File: src/rtl/imm_pkg.sv
// Shared types and constants for the immediate-generator pipeline.
// Optional illegal-format counter is enabled with the IMM_ILLEGAL_CNT_EN macro.
package imm_pkg;

    typedef enum logic [2:0] {
        IMM_I     = 3'b000,
        IMM_S     = 3'b001,
        IMM_B     = 3'b010,
        IMM_J     = 3'b011,
        IMM_U     = 3'b100,
        IMM_Z     = 3'b101,
        IMM_SHAMT = 3'b110,
        ILLEGAL   = 3'b111
    } imm_src_t;

    typedef enum logic [1:0] {
        EMPTY = 2'd0,
        ONE   = 2'd1,
        TWO   = 2'd2
    } buf_state_t;

    localparam int ILLEGAL_CNT_W = 16;

endpackage

File: src/rtl/imm_format.sv
// Combinational RISC-V immediate formatter: extracts and extends the immediate
// selected by imm_src; the reserved code yields zero and flags illegal.
module imm_format
    import imm_pkg::*;
#(
    parameter int XLEN = 32
) (
    input  logic [31:0]     instr,
    input  logic [2:0]      imm_src,
    output logic [XLEN-1:0] imm,
    output logic            illegal
);

    // Sign-extending formats are first built as 32-bit values, then widened.
    logic [31:0] raw32;

    // NOTE: every output of an always_comb gets a default first so no path
    // through the case can leave a value unassigned and infer a latch.
    always_comb begin
        raw32   = '0;
        imm     = '0;
        illegal = 1'b0;
        case (imm_src_t'(imm_src))
            IMM_I: begin
                raw32 = {{20{instr[31]}}, instr[31:20]};
                imm   = XLEN'($signed(raw32));
            end
            IMM_S: begin
                raw32 = {{20{instr[31]}}, instr[31:25], instr[11:7]};
                imm   = XLEN'($signed(raw32));
            end
            IMM_B: begin
                raw32 = {{19{instr[31]}}, instr[31], instr[7], instr[30:25], instr[11:8], 1'b0};
                imm   = XLEN'($signed(raw32));
            end
            IMM_J: begin
                raw32 = {{11{instr[31]}}, instr[31], instr[19:12], instr[20], instr[30:21], 1'b0};
                imm   = XLEN'($signed(raw32));
            end
            IMM_U: begin
                raw32 = {instr[31:12], 12'b0};
                imm   = XLEN'($signed(raw32));
            end
            IMM_Z:     imm = XLEN'(instr[19:15]);
            IMM_SHAMT: imm = (XLEN == 32) ? XLEN'(instr[24:20]) : XLEN'(instr[25:20]);
            default:   illegal = 1'b1;
        endcase
    end

endmodule

File: src/rtl/imm_gen_pipe.sv
// Immediate generator followed by a 2-entry FIFO skid buffer with registered in_ready.
// Define IMM_ILLEGAL_CNT_EN to add the saturating illegal_cnt output.
module imm_gen_pipe
    import imm_pkg::*;
#(
    parameter int XLEN = 32
) (
    input  logic                     clk,
    input  logic                     rst_n,
    input  logic                     in_valid,
    output logic                     in_ready,
    input  logic [31:0]              in_instr,
    input  logic [2:0]               in_imm_src,
    output logic                     out_valid,
    input  logic                     out_ready,
    output logic [XLEN-1:0]          out_imm,
    output logic                     out_illegal
`ifdef IMM_ILLEGAL_CNT_EN
    ,
    output logic [ILLEGAL_CNT_W-1:0] illegal_cnt
`endif
);

    if (XLEN != 32 && XLEN != 64) begin : g_bad_xlen
        $error("imm_gen_pipe: XLEN must be 32 or 64");
    end

    logic [XLEN-1:0] fmt_imm;
    logic            fmt_illegal;

    imm_format #(.XLEN(XLEN)) u_imm_format (
        .instr   (in_instr),
        .imm_src (in_imm_src),
        .imm     (fmt_imm),
        .illegal (fmt_illegal)
    );

    buf_state_t      state_q, state_d;
    logic            in_ready_q, in_ready_d;
    logic [XLEN-1:0] head_imm_q, head_imm_d, tail_imm_q, tail_imm_d;
    logic            head_ill_q, head_ill_d, tail_ill_q, tail_ill_d;
    logic            push, pop;

    assign push = in_valid & in_ready_q;
    assign pop  = (state_q != EMPTY) & out_ready;

    always_comb begin
        state_d    = state_q;
        head_imm_d = head_imm_q;
        head_ill_d = head_ill_q;
        tail_imm_d = tail_imm_q;
        tail_ill_d = tail_ill_q;
        case (state_q)
            EMPTY: if (push) begin
                state_d    = ONE;
                head_imm_d = fmt_imm;
                head_ill_d = fmt_illegal;
            end
            ONE: begin
                if (push && pop) begin
                    head_imm_d = fmt_imm;
                    head_ill_d = fmt_illegal;
                end else if (push) begin
                    state_d    = TWO;
                    tail_imm_d = fmt_imm;
                    tail_ill_d = fmt_illegal;
                end else if (pop) begin
                    state_d = EMPTY;
                end
            end
            TWO: if (pop) begin
                state_d    = ONE;
                head_imm_d = tail_imm_q;
                head_ill_d = tail_ill_q;
            end
            default: state_d = EMPTY;
        endcase
        // Registered ready: decided from the next state, never from out_ready directly.
        in_ready_d = (state_d != TWO);
    end

    // NOTE: state is updated with non-blocking assignments and a synchronous
    // active-low reset, so every flop samples rst_n only on the rising edge.
    // NOTE: the entry registers are reset as well, because out_imm/out_illegal
    // must read zero straight out of reset.
    always_ff @(posedge clk) begin
        if (!rst_n) begin
            state_q    <= EMPTY;
            in_ready_q <= 1'b0;
            head_imm_q <= '0;
            head_ill_q <= 1'b0;
            tail_imm_q <= '0;
            tail_ill_q <= 1'b0;
        end else begin
            state_q    <= state_d;
            in_ready_q <= in_ready_d;
            head_imm_q <= head_imm_d;
            head_ill_q <= head_ill_d;
            tail_imm_q <= tail_imm_d;
            tail_ill_q <= tail_ill_d;
        end
    end

    assign in_ready    = in_ready_q;
    assign out_valid   = (state_q != EMPTY);
    assign out_imm     = head_imm_q;
    assign out_illegal = head_ill_q;

`ifdef IMM_ILLEGAL_CNT_EN
    logic [ILLEGAL_CNT_W-1:0] cnt_q, cnt_d;

    always_comb begin
        cnt_d = cnt_q;
        if (push && fmt_illegal && (cnt_q != '1)) begin
            cnt_d = cnt_q + 1'b1;
        end
    end

    always_ff @(posedge clk) begin
        if (!rst_n) begin
            cnt_q <= '0;
        end else begin
            cnt_q <= cnt_d;
        end
    end

    assign illegal_cnt = cnt_q;
`endif

endmodule

File: config.mk
export PLATFORM = sky130hd
export DESIGN_NAME = imm_gen_pipe
export DESIGN_NICKNAME = d
export VERILOG_FILES = /design/src/rtl/imm_pkg.sv /design/src/rtl/imm_format.sv /design/src/rtl/imm_gen_pipe.sv
export SDC_FILE = /design/constraint.sdc
export NUM_CORES = 1
export LEC_CHECK = 0
export CAP_MARGIN = 40
export CORE_MARGIN = 2
export CORE_UTILIZATION = 55
export CTS_CLUSTER_DIAMETER = 150
export DETAILED_ROUTE_END_ITERATION = 8
export PLACE_DENSITY = 0.86
export SLEW_MARGIN = 10
export SYNTH_ARGS = -nofsm -noshare
export SYNTH_HDL_FRONTEND = slang
export SYNTH_SLANG_ARGS = --single-unit
export TNS_END_PERCENT = 50
File: constraint.sdc
create_clock -name clk -period 2.8 [get_ports clk]
set_clock_uncertainty 0.15 [all_clocks]
set_input_delay 0.28 -clock clk [delete_from_list [all_inputs] [get_ports clk]]
set_output_delay 0.28 -clock clk [all_outputs]
set_load 0.02 [all_outputs]
==> flow_metrics.tcl <==
set metrics [dict create \
    status "finished, final reports clean" \
    drc_errors 0 \
    total_power_uw 2430 \
    synth_compound_gate_area_share_pct 32.5 \
    maxCapViolations 0 \
    num_antenna_cells 0 \
    worstMarginPinSlew_ps 645 \
    grt_pass1_wl_mm 13.5 \
    fin_nets 492 \
    drtIter0Drc 263 \
    path_clk_slew_ps 80 \
    cp-start-kind "flop" \
    p_per_area_nw_per_um2 561 \
    clk_latency_ps 350 \
    hpwl_mm 5.63 \
    slowest_delay_ps 570 \
    io_pins 74 \
    antenna_left 0 \
    ys_types 44 \
    num_rows 28 \
    wl_per_cell_um 16.2 \
    setup_viol 0 \
    antenna_found_initial 0 \
    h-tree-depth 3 \
    arrival_ps 2210 \
    wl_mm 8.62 \
    synth.area.mux_share_pct 2.97 \
    maxSlewViolCount 0 \
    syn_nets 442 \
    drtPass1Iterations 5 \
    dieArea_sq_um 6850 \
    ff2ff_setup_slack_ps 650 \
    place_area_sq_um 4100 \
    gp_congestion 0.806 \
    finalHoldViolCount 0 \
    path_cells "nand2b_1 > nand2b_1 > a21oi_1 > o32ai_1" \
    hold_buffers 0 \
    start_util_pct 57.3 \
    max-vdd-ir-drop_mv 0.360 \
    fmax_ghz 0.465 \
    grt_pass1_vias 2823 \
    clockBufferDepth 2 \
    syn_inst 403 \
    critPathMaxFanout 14 \
    die_h_um 82.8 \
    cp-end-kind "flop" \
    rsz0062_at_grt "false" \
    synth_top_family_by_area "compound AO/OA/AOI/OAI gates" \
    grt_max_degree 59 \
    vias_per_cell 6.17 \
    die_x_um 82.8 \
    yosys.area_share.simple_pct 17.6 \
    finalHoldWorstSlack_ps 235 \
    fin_util_pct 72.7 \
    fin_crit_sh_pct 76.8 \
    cts_tree "done" \
    ys_ff_latch 69 \
    cts_root_buf "clkbuf_8" \
    post-cts-setup-buffers 0 \
    avgSynthCellArea_sq_um 8.47 \
    yosysWarnings 0 \
    cts_sinks 69 \
    crit_buf_inv 0 \
    timing.rr.start "state_q[0]" \
    synthAdderAreaFrac_pct 0 \
    final_layout_size_suffix_gt1_share_pct 10.3 \
    period_minus_slack_ps 2150 \
    hold_path.class "in -> reg" \
    worstSetupPathType "reg -> reg" \
    overflow 0 \
    tns_ps 0 \
    grtUsageTotal_pct 26.0 \
    critPathLaunch "state_q[0]" \
    cts_resized 0 \
    crit_family "simple AND/OR/NAND/NOR gates" \
    crit_required_ps 2860 \
    cpMostUsedCell "nand2b_1" \
    coreArea_sq_um 5960 \
    slew_headroom_pct 57.0 \
    netlist_area_sq_um 3410 \
    synth_xor_area_share_pct 0.477 \
    fin_area_sq_um 4330 \
    power.leakage_uw 0.00173 \
    vias 3281 \
    place.port_buffers 66 \
    hp-start "rst_n" \
    syn2layout_area_growth_pct 26.9 \
    critPathSlowestCell "nand2b_1" \
    cts_buffers 9 \
    seq_area_frac_synth_pct 40.5 \
]
[power by group]
group          internal [uW]  total, uW  switching [uW]
combinational            194        421             227
clock                    588        961             373
sequential              1020       1050            24.9
total                   1810       2430             625
[stage by stage]
stage | cells | worst slack (ps)
final | 532 | 650
after global routing | 532 | 554
after CTS | 532 | 703
after detailed placement | 517 | 389
after global placement | 517 | 414
after floorplan | 403 | 1070
[worst reg2reg max path, stage by stage, from the launching register on]
cell	delay (ps)
dfxtp_1	470
nand2b_1	570
nand2b_1	420
a21oi_1	290
o32ai_1	120
[Yosys cell counts (all sizes together)]
library cell,n,share of area (%)
or2,1,0.18
mux2,1,0.33
clkbuf,17,1.9
and3b,1,0.26
nor2b,13,2.4
and2,3,0.55
o211a,15,4.4
o211ai,10,2.3
and4b,1,0.29
nand4bb,1,0.33
or3b,1,0.26
xor2,1,0.48
nand4,2,0.37
o32ai,11,2.8
nand4b,1,0.26
nor2,16,1.8
and3,5,0.92
nor3b,2,0.73
a21oi,44,6.5
o21ba,4,1.2
nand3b,2,0.44
a211oi,3,0.66
nand3,9,1.3
nand2b,2,0.37
a31oi,9,1.6
dfxtp,69,40
o221a,7,2.3
o221ai,7,1.8
buf,24,4.0
nor4b,1,0.26
o22ai,9,1.6
o21a,2,0.44
a22oi,4,0.88
mux2i,9,2.6
a21boi,9,2.0
o21ai,19,2.8
a221o,4,1.2
inv,1,0.11
nand2,63,6.9
[cell families (layout without fill, tap and decap cells)]
| group | Yosys count | count (layout) |
|---|---|---|
| AOI/OAI and AO/OA | 157 | 157 |
| xor gates and xnor gates | 1 | 1 |
| buffers and inverters | 42 | 96 |
| DFF | 69 | 69 |
| muxes | 10 | 10 |
| and+or+nand+nor | 124 | 124 |
[routing by layer]
layer | share of wire, % | GRT usage, % | routed length [um] | vias up
met5 | 0 | 0 | 0 | -
met2 | 46 | 39.8 | 3970 | 149
met4 | 1.2 | 7.70 | 102 | 0
li1 | - | - | - | 1593
met1 | 45 | 35.8 | 3880 | 1525
met3 | 7.7 | 7.03 | 661 | 14
[registers in the layout, indices dropped and copies added (netlist names)]
register / cells
in_ready: 1
out_illegal: 1
out_imm: 32
state_q: 2
tail_ill_q: 1
tail_imm_q: 32
[cell usage in the layout, fill, tap and decap left out, types with 3 or more instances in the layout]
cell type and count:
dfxtp_1 69, clkdlybuf4s50_1 65, nand2_1 63, a21oi_1 44
o21ai_0 19, nor2_1 16, o211a_1 15, nor2b_1 13
buf_4 13, o32ai_1 11, a31oi_1 9, mux2i_1 9
nand3_1 9, o211ai_1 9, o22ai_1 9, clkbuf_8 9
o221ai_1 7, a21boi_1 7, o221a_2 7, and3_1 5
a22oi_1 4, o21ba_2 4, a221o_1 4, a211oi_1 3
and2_1 3, bufinv_16 3
[area by class of cell]
class                   count  area (sq um)
inverters                   1          3.75
flip-flops and latches     69          1380
fillers                   458          1630
clock inverters             6           111
well taps                  75          93.8
multi-input cells         292          1840
repair buffers             80           773
clock buffers               9           124
[final timing paths]
check,endpoint,cells past startpoint
worst max register to register,out_imm[25],4
worst min register to register,tail_ill_q,2
worst min-delay path,state_q[0],2
worst max-delay path,out_imm[25],4
No activity file was read; power rests on OpenSTA's default activity.
